==> src/rtl/led_disp_pkg.sv <==
// Shared constants, state type and counter-width helper for the display scheduler.
package led_disp_pkg;

  localparam int DIGIT_W    = 6;
  localparam int NUM_DIGITS = 6;
  localparam int FRAME_W    = DIGIT_W * NUM_DIGITS;

  localparam logic [4:0]         CH_OFF      = 5'd29;
  localparam logic [DIGIT_W-1:0] BLANK_DIGIT = {1'b0, CH_OFF};
  localparam logic [FRAME_W-1:0] BLANK_FRAME = {NUM_DIGITS{BLANK_DIGIT}};

  typedef enum logic {IDLE, SHOW} state_t;

  // Counter width for a modulus of n; never below one bit so n = 1 stays legal.
  function automatic int cnt_w(input int n);
    return (n <= 1) ? 1 : $clog2(n);
  endfunction

endpackage

==> src/rtl/led_tick_gen.sv <==
// Free-running prescaler that emits a one-cycle tick every TICK_CNT clocks; i_clr restarts the count.
import led_disp_pkg::*;

module led_tick_gen #(
  parameter int TICK_CNT = 5_000_000
) (
  input  logic clk,
  input  logic rst,
  input  logic i_clr,
  output logic o_tick
);

  localparam int           W    = cnt_w(TICK_CNT);
  localparam logic [W-1:0] LAST = W'(TICK_CNT - 1);

  logic [W-1:0] r_cnt;

  always_ff @(posedge clk) begin
    if (rst || i_clr)      r_cnt <= '0;
    else if (r_cnt == LAST) r_cnt <= '0;
    else                    r_cnt <= r_cnt + 1'b1;
  end

  assign o_tick = (r_cnt == LAST) && !i_clr;

endmodule

==> src/rtl/led_disp_sched.sv <==
// Round-robin time-sharing of the six-digit display between two requesters, with hold timer and blink.
import led_disp_pkg::*;

module led_disp_sched #(
  parameter int TICK_CNT    = 5_000_000,
  parameter int HOLD_TICKS  = 20,
  parameter int BLINK_TICKS = 5
) (
  input  logic               clk,
  input  logic               rst,
  input  logic               req_a,
  input  logic [FRAME_W-1:0] frame_a,
  input  logic               blink_a,
  input  logic               req_b,
  input  logic [FRAME_W-1:0] frame_b,
  input  logic               blink_b,
  output logic               ack_a,
  output logic               ack_b,
  output logic               done,
  output logic               busy,
  output logic               owner,
  output logic [DIGIT_W-1:0] d0,
  output logic [DIGIT_W-1:0] d1,
  output logic [DIGIT_W-1:0] d2,
  output logic [DIGIT_W-1:0] d3,
  output logic [DIGIT_W-1:0] d4,
  output logic [DIGIT_W-1:0] d5
);

  localparam int            TW         = cnt_w(HOLD_TICKS + 1);
  localparam int            BW         = cnt_w(BLINK_TICKS);
  localparam logic [TW-1:0] HOLD_LAST  = TW'(HOLD_TICKS - 1);
  localparam logic [BW-1:0] BLINK_LAST = BW'(BLINK_TICKS - 1);

  state_t             r_state, w_state_nxt;
  logic               r_ptr, w_ptr_nxt;       // last served: 0 = A, 1 = B
  logic               r_owner, w_owner_nxt;
  logic [FRAME_W-1:0] r_frame, w_frame_nxt;
  logic               r_blink, w_blink_nxt;
  logic [TW-1:0]      r_tcnt, w_tcnt_nxt;
  logic [BW-1:0]      r_bcnt, w_bcnt_nxt;
  logic               r_phase, w_phase_nxt;
  logic               r_ack_a, w_ack_a_nxt;
  logic               r_ack_b, w_ack_b_nxt;
  logic               r_done, w_done_nxt;
  logic [FRAME_W-1:0] r_dig, w_dig_nxt;
  logic               w_clr;
  logic               w_pick_b;
  logic               w_tick;

  led_tick_gen #(.TICK_CNT(TICK_CNT)) u_tick (
    .clk    (clk),
    .rst    (rst),
    .i_clr  (w_clr),
    .o_tick (w_tick)
  );

  always_comb begin
    w_state_nxt = r_state;
    w_ptr_nxt   = r_ptr;
    w_owner_nxt = r_owner;
    w_frame_nxt = r_frame;
    w_blink_nxt = r_blink;
    w_tcnt_nxt  = r_tcnt;
    w_bcnt_nxt  = r_bcnt;
    w_phase_nxt = r_phase;
    w_ack_a_nxt = 1'b0;
    w_ack_b_nxt = 1'b0;
    w_done_nxt  = 1'b0;
    w_clr       = 1'b0;
    w_pick_b    = 1'b0;

    case (r_state)
      IDLE: begin
        if (req_a || req_b) begin
          w_pick_b    = req_b && (!req_a || !r_ptr);
          w_state_nxt = SHOW;
          w_ptr_nxt   = w_pick_b;
          w_owner_nxt = w_pick_b;
          w_ack_a_nxt = !w_pick_b;
          w_ack_b_nxt = w_pick_b;
          w_frame_nxt = w_pick_b ? frame_b : frame_a;
          w_blink_nxt = w_pick_b ? blink_b : blink_a;
          w_tcnt_nxt  = '0;
          w_bcnt_nxt  = '0;
          w_phase_nxt = 1'b1;
          w_clr       = 1'b1;
        end
      end
      SHOW: begin
        if (w_tick) begin
          if (r_tcnt == HOLD_LAST) begin
            w_state_nxt = IDLE;
            w_done_nxt  = 1'b1;
            w_tcnt_nxt  = '0;
          end else begin
            w_tcnt_nxt = r_tcnt + 1'b1;
          end
          if (r_bcnt == BLINK_LAST) begin
            w_bcnt_nxt  = '0;
            w_phase_nxt = !r_phase;
          end else begin
            w_bcnt_nxt = r_bcnt + 1'b1;
          end
        end
      end
      default: ;
    endcase

    // Digits are registered from next-state values so they change on the same edge as busy.
    w_dig_nxt = ((w_state_nxt == SHOW) && (!w_blink_nxt || w_phase_nxt)) ? w_frame_nxt : BLANK_FRAME;
  end

  always_ff @(posedge clk) begin
    if (rst) begin
      r_state <= IDLE;
      r_ptr   <= 1'b1;
      r_owner <= 1'b0;
      r_frame <= BLANK_FRAME;
      r_blink <= 1'b0;
      r_tcnt  <= '0;
      r_bcnt  <= '0;
      r_phase <= 1'b1;
      r_ack_a <= 1'b0;
      r_ack_b <= 1'b0;
      r_done  <= 1'b0;
      r_dig   <= BLANK_FRAME;
    end else begin
      r_state <= w_state_nxt;
      r_ptr   <= w_ptr_nxt;
      r_owner <= w_owner_nxt;
      r_frame <= w_frame_nxt;
      r_blink <= w_blink_nxt;
      r_tcnt  <= w_tcnt_nxt;
      r_bcnt  <= w_bcnt_nxt;
      r_phase <= w_phase_nxt;
      r_ack_a <= w_ack_a_nxt;
      r_ack_b <= w_ack_b_nxt;
      r_done  <= w_done_nxt;
      r_dig   <= w_dig_nxt;
    end
  end

  assign ack_a = r_ack_a;
  assign ack_b = r_ack_b;
  assign done  = r_done;
  assign busy  = (r_state == SHOW);
  assign owner = r_owner;
  assign d0    = r_dig[0*DIGIT_W +: DIGIT_W];
  assign d1    = r_dig[1*DIGIT_W +: DIGIT_W];
  assign d2    = r_dig[2*DIGIT_W +: DIGIT_W];
  assign d3    = r_dig[3*DIGIT_W +: DIGIT_W];
  assign d4    = r_dig[4*DIGIT_W +: DIGIT_W];
  assign d5    = r_dig[5*DIGIT_W +: DIGIT_W];

endmodule
==> config.mk <==
export PLATFORM = sky130hd
export DESIGN_NAME = led_disp_sched
export DESIGN_NICKNAME = d
export VERILOG_FILES = /design/src/rtl/led_disp_pkg.sv /design/src/rtl/led_tick_gen.sv /design/src/rtl/led_disp_sched.sv
export SDC_FILE = /design/constraint.sdc
export NUM_CORES = 1
export LEC_CHECK = 0
export CORE_MARGIN = 10
export CORE_UTILIZATION = 35
export CTS_CLUSTER_DIAMETER = 60
export CTS_CLUSTER_SIZE = 28
export DETAILED_ROUTE_END_ITERATION = 6
export GPL_TIMING_DRIVEN = 1
export HOLD_SLACK_MARGIN = 0.08
export PLACE_DENSITY = 0.68
export SLEW_MARGIN = 20
export SYNTH_ARGS = -nofsm -noshare
export SYNTH_HDL_FRONTEND = slang
export SYNTH_SLANG_ARGS = --single-unit
export TNS_END_PERCENT = 1
==> constraint.sdc <==
create_clock -name clk -period 6.04 [get_ports clk]
set_clock_uncertainty 0.15 [all_clocks]
set_input_delay 1.51 -clock clk [delete_from_list [all_inputs] [get_ports clk]]
set_output_delay 1.51 -clock clk [all_outputs]
set_load 0.02 [all_outputs]
==> report_table.html <==
<table>
<tr><th>Metric</th><th>Value</th></tr>
<tr><th colspan="2">Synthesis</th></tr>
<tr><td>Top area cells in the synthesized netlist</td><td>sky130_fd_sc_hd__dfxtp_1, sky130_fd_sc_hd__nand2_1, sky130_fd_sc_hd__o221ai_1</td></tr>
<tr><td>Ys async rst share</td><td>0%</td></tr>
<tr><td>Most used standard cells in the synthesized netlist</td><td>sky130_fd_sc_hd__dfxtp_1, sky130_fd_sc_hd__nand2_1, sky130_fd_sc_hd__inv_1</td></tr>
<tr><td>Share of the synthesized area in the top cell type</td><td>between 40% and 50%</td></tr>
<tr><td>Syn Nets</td><td>roughly 710</td></tr>
<tr><td>Yosys warning count</td><td>0</td></tr>
<tr><td>Synthesized instance count</td><td>630</td></tr>
<tr><td>Post-synthesis cell area</td><td>approximately 5200 um^2</td></tr>
<tr><td>Most instantiated library cell after synthesis</td><td>sky130_fd_sc_hd__dfxtp_1</td></tr>
<tr><td>Most instantiated flip-flop cell in the synthesis netlist</td><td>sky130_fd_sc_hd__dfxtp_1</td></tr>
<tr><td>Number of flops mapped to enable cells by yosys</td><td>0</td></tr>
<tr><td>Count of distinct cell types in the synthesized netlist</td><td>51</td></tr>
<tr><td>Seq cells post-synth</td><td>between 100 and 150</td></tr>
<tr><td>Mean cell area of the mapped netlist</td><td>slightly above 8 um^2</td></tr>
<tr><td>Proportion of synthesized chip area in sequential cells</td><td>42.8%</td></tr>
<tr><td>Top cell type by total area after synthesis</td><td>sky130_fd_sc_hd__dfxtp_1</td></tr>
<tr><th colspan="2">Finish</th></tr>
<tr><td>Number of fillers in the final layout</td><td>approximately 1.4k</td></tr>
<tr><td>Net count, final</td><td>roughly 800</td></tr>
<tr><td>Post-synthesis to final-layout area growth</td><td>30.8%</td></tr>
<tr><td>Share of layout cells above drive strength 1</td><td>5.66%</td></tr>
<tr><td>N_diodes</td><td>0</td></tr>
<tr><td>Cell area after layout</td><td>~6800 um^2</td></tr>
<tr><th colspan="2">Placement</th></tr>
<tr><td>Count of input and output buffers</td><td>about 120</td></tr>
<tr><td>GPL Wtd Cong</td><td>between 0.7 and 0.8</td></tr>
<tr><td>Total placed instance area</td><td>between 6000 and 7000 um^2</td></tr>
<tr><td>Detailed Place HPWL</td><td>just over 10000 um</td></tr>
<tr><th colspan="2">Detailed routing</th></tr>
<tr><td>Detail-routed net length per standard cell</td><td>around 17 um</td></tr>
<tr><td>Residual DRC</td><td>0</td></tr>
<tr><td>First-pass iteration count of the detailed router</td><td>5</td></tr>
<tr><td>Routed vias/inst</td><td>~5.5</td></tr>
<tr><td>Residual antenna-violating net count after detailed routing</td><td>0</td></tr>
<tr><td>Via count</td><td>4980</td></tr>
<tr><td>Total wire length after detailed routing</td><td>~15000 um</td></tr>
<tr><td>DR iter-0 viols</td><td>between 300 and 400</td></tr>
<tr><th colspan="2">Clock network</th></tr>
<tr><td>PostCTS Resize Cnt</td><td>0</td></tr>
<tr><td>TritonCTS clock tree</td><td>yes</td></tr>
<tr><td>Buffer levels on the longest clock path</td><td>2</td></tr>
<tr><td>Clock Pin Slew Worst Setup and Hold Paths</td><td>about 80 ps</td></tr>
<tr><td>Clock insertion delay at the later pin of the skew report</td><td>350 ps</td></tr>
<tr><td>Clock root buffer master</td><td>sky130_fd_sc_hd__clkbuf_16</td></tr>
<tr><td>Number of buffers created by CTS</td><td>9</td></tr>
<tr><td>Maximum level of the CTS H-tree</td><td>3</td></tr>
<tr><td>Clock Sinks</td><td>around 110</td></tr>
<tr><td>Setup repair bufs after CTS</td><td>0</td></tr>
<tr><td># hold bufs at CTS</td><td>0</td></tr>
<tr><th colspan="2">Min path</th></tr>
<tr><td>Sink of the worst hold path</td><td>u_tick.r_cnt[0]</td></tr>
<tr><td>Class of the most critical hold timing path</td><td>reg2reg</td></tr>
<tr><td>Min-delay src</td><td>u_tick.r_cnt[0]</td></tr>
<tr><td>Hold Path Depth</td><td>1</td></tr>
<tr><th colspan="2">Die</th></tr>
<tr><td>Effective utilization at floorplan</td><td>35.7%</td></tr>
<tr><td>Core area</td><td>~15000 um^2</td></tr>
<tr><td>Std-Cell Rows</td><td>44</td></tr>
<tr><td>Die Outline Area</td><td>between 20000 and 25000 um^2</td></tr>
<tr><td>Num ports</td><td>about 120</td></tr>
<tr><td>Die Y-Extent</td><td>around 140 um</td></tr>
<tr><td>Floorplan die width</td><td>between 100 and 150 um</td></tr>
<tr><th colspan="2">Setup path</th></tr>
<tr><td>Crit Reg-Reg Startpoint</td><td>u_tick.r_cnt[0]</td></tr>
<tr><td>Critical Path Sink Type</td><td>register</td></tr>
<tr><td>Data required time of the worst path</td><td>6060 ps</td></tr>
<tr><td>Category of the most critical setup path</td><td>in2reg</td></tr>
<tr><td>Critical Path Source Type</td><td>input port</td></tr>
<tr><td>Setup slack, reg-to-reg</td><td>roughly 3000 ps</td></tr>
<tr><td>Worst r2r dst</td><td>r_dig[10]</td></tr>
<tr><td>CP startpoint</td><td>req_a</td></tr>
<tr><td>Worst-case reg-to-reg path depth</td><td>5</td></tr>
<tr><td>CP Data Arrival Time</td><td>a little under 4000 ps</td></tr>
<tr><td>Critical Path Fanout Max</td><td>38</td></tr>
<tr><th colspan="2">Power and ir drop</th></tr>
<tr><td>Largest vdd supply drop</td><td>0.000128 V</td></tr>
<tr><td>Fraction of power consumed by the clock network</td><td>a little over a third</td></tr>
<tr><td>Internal Pwr Total</td><td>1.20 mW</td></tr>
<tr><td>Standby leakage power</td><td>about 2.5 nW</td></tr>
<tr><td>Logic gate share of total power</td><td>17.2%</td></tr>
<tr><td>Net switching fraction of the power</td><td>~28%</td></tr>
<tr><td>Flop pwr share</td><td>a little under half</td></tr>
<tr><td>Power density cells</td><td>around 250 nW/um^2</td></tr>
<tr><td>Switching power</td><td>459 uW</td></tr>
<tr><th colspan="2">STA</th></tr>
<tr><td>Final slew viol count</td><td>0</td></tr>
<tr><td>Fin crit share</td><td>between 60% and 70%</td></tr>
<tr><td>Tightest slew margin relative to the limit</td><td>roughly 25%</td></tr>
<tr><td>Setup repair after global routing missed its margin</td><td>no</td></tr>
<tr><td>Total Neg Setup Slack</td><td>0 ps</td></tr>
<tr><td>Period minus WS final</td><td>3910 ps</td></tr>
<tr><td>Final hold violations</td><td>0</td></tr>
<tr><td>Final setup vio count</td><td>0</td></tr>
<tr><td>Achievable clock frequency</td><td>roughly 260 MHz</td></tr>
<tr><td>Measured slew at the worst slew-check pin</td><td>approximately 1100 ps</td></tr>
<tr><th colspan="2">Global route</th></tr>
<tr><td>Vias in the first global route</td><td>4977</td></tr>
<tr><td>Final global-route overflow total</td><td>0</td></tr>
<tr><td>Maximum number of pins on one net before global-route repair</td><td>76</td></tr>
<tr><td>Overall Global Routing Usage</td><td>14.6%</td></tr>
<tr><td>Wire length of the first global-routing pass</td><td>approximately 25000 um</td></tr>
<tr><td>Number of antenna violations at the first check in global routing</td><td>0</td></tr>
<tr><th colspan="2">Run</th></tr>
<tr><td>Max-cap violations</td><td>0</td></tr>
<tr><th colspan="2">Outcome</th></tr>
<tr><td>Result of the run</td><td>finished clean</td></tr>
</table>
==> cell type report <==
| type | instances | area [um^2] | area share [%] |
|---|---|---|---|
| Inverter | 47 | 176 | 2.60 |
| Clock buffer | 10 | 239 | 3.52 |
| Sequential cell | 111 | 2220 | 32.7 |
| Multi-Input combinational cell | 421 | 2600 | 38.3 |
| Clock inverter | 6 | 52.6 | 0.774 |
| Timing Repair Buffer | 129 | 1260 | 18.6 |
| Tap cell | 184 | 230 | 3.39 |
==> worst max-delay path by stage <==
stage                      endpoint  cells past startpoint
after global routing      r_dig[10]                      6
after floorplan           r_dig[14]                      6
final                     r_dig[10]                      6
after CTS                 r_dig[10]                      6
after detailed placement  r_dig[10]                      6
after global placement     r_dig[8]                      6
==> critical path, cell delays in order <==
cell                              delay [ps]
sky130_fd_sc_hd__clkdlybuf4s50_1         570
sky130_fd_sc_hd__a21boi_4                210
sky130_fd_sc_hd__buf_4                   380
sky130_fd_sc_hd__a32o_1                  240
sky130_fd_sc_hd__o21a_1                  780
sky130_fd_sc_hd__a32oi_1                 230
==> logic make-up (layout without fill, tap and decap cells) <==
kind of cell / count (synthesis) / count (layout) / synth area share [%]
buffers and inverters: 98 / 192 / 7.57
and+or+nand+nor: 216 / 216 / 20.7
AOI/OAI and AO/OA: 190 / 190 / 26.1
adders and majority gates: 4 / 4 / 0.965
xor gates and xnor gates: 11 / 11 / 1.86
DFF: 111 / 111 / 42.8
==> power groups by stage <==
| stage | Clock (mW) | Sequential, mW | Combinational, mW |
|---|---|---|---|
| 4_1_cts | 0.594 | 0.792 | 0.288 |
| 3_5_place_dp | 0 | 0.809 | 0.286 |
| 3_3_place_gp | 0 | 0.808 | 0.281 |
| 5_1_grt | 0.629 | 0.797 | 0.313 |
| 2_1_floorplan | 0 | 0.829 | 0.131 |
| 6_report | 0.585 | 0.792 | 0.287 |
==> through the flow <==
| step | setup WS [ps] | power, mW | util, % | instances | hold slack [ps] |
|---|---|---|---|---|---|
| floorplan | 3090 | 0.960 | - | 630 | 291 |
| detailed placement | 1760 | 1.10 | 44.6 | 892 | 322 |
| finish | 2130 | 1.66 | 46.7 | 908 | 335 |
| CTS | 2130 | 1.67 | 46.6 | 908 | 340 |
| global placement | 1840 | 1.09 | 44.6 | 892 | 305 |
| global route | 1980 | 1.74 | 46.7 | 908 | 374 |
==> layer usage <==
| metal | vias up | track usage (%) | wire length [um] |
|---|---|---|---|
| li1 | 2472 | - | - |
| met1 | 2369 | 17.5 | 6750 |
| met2 | 123 | 25.5 | 7440 |
| met3 | 16 | 2.87 | 811 |
| met4 | 0 | 5.00 | 221 |
| met5 | - | 0 | 0 |
==> state kept, by name, indices dropped and copies added (netlist names), 3 cells and up <==
signal,flops
r_bcnt,3
r_dig,36
r_frame,36
r_tcnt,5
u_tick.r_cnt,23
==> cells in the final DEF (no fill, tap or decap), drive strengths merged, types with 4 or more instances in the layout <==
cell,synthesis,layout
clkdlybuf4s50,0,118
dfxtp,111,111
nand2,91,91
inv,46,49
a21oi,41,41
o221ai,36,36
nor2,32,32
nand2b,28,28
o21ai,25,25
a32oi,24,24
o211ai,19,19
nand3,13,13
o2111ai,12,12
o22ai,12,12
buf,19,11
or3,10,10
clkbuf,32,10
nor3,9,9
xnor2,9,9
nand4,7,7
or4,5,5
and3,4,4
ha,4,4
Power figures use the tool's default switching activity.
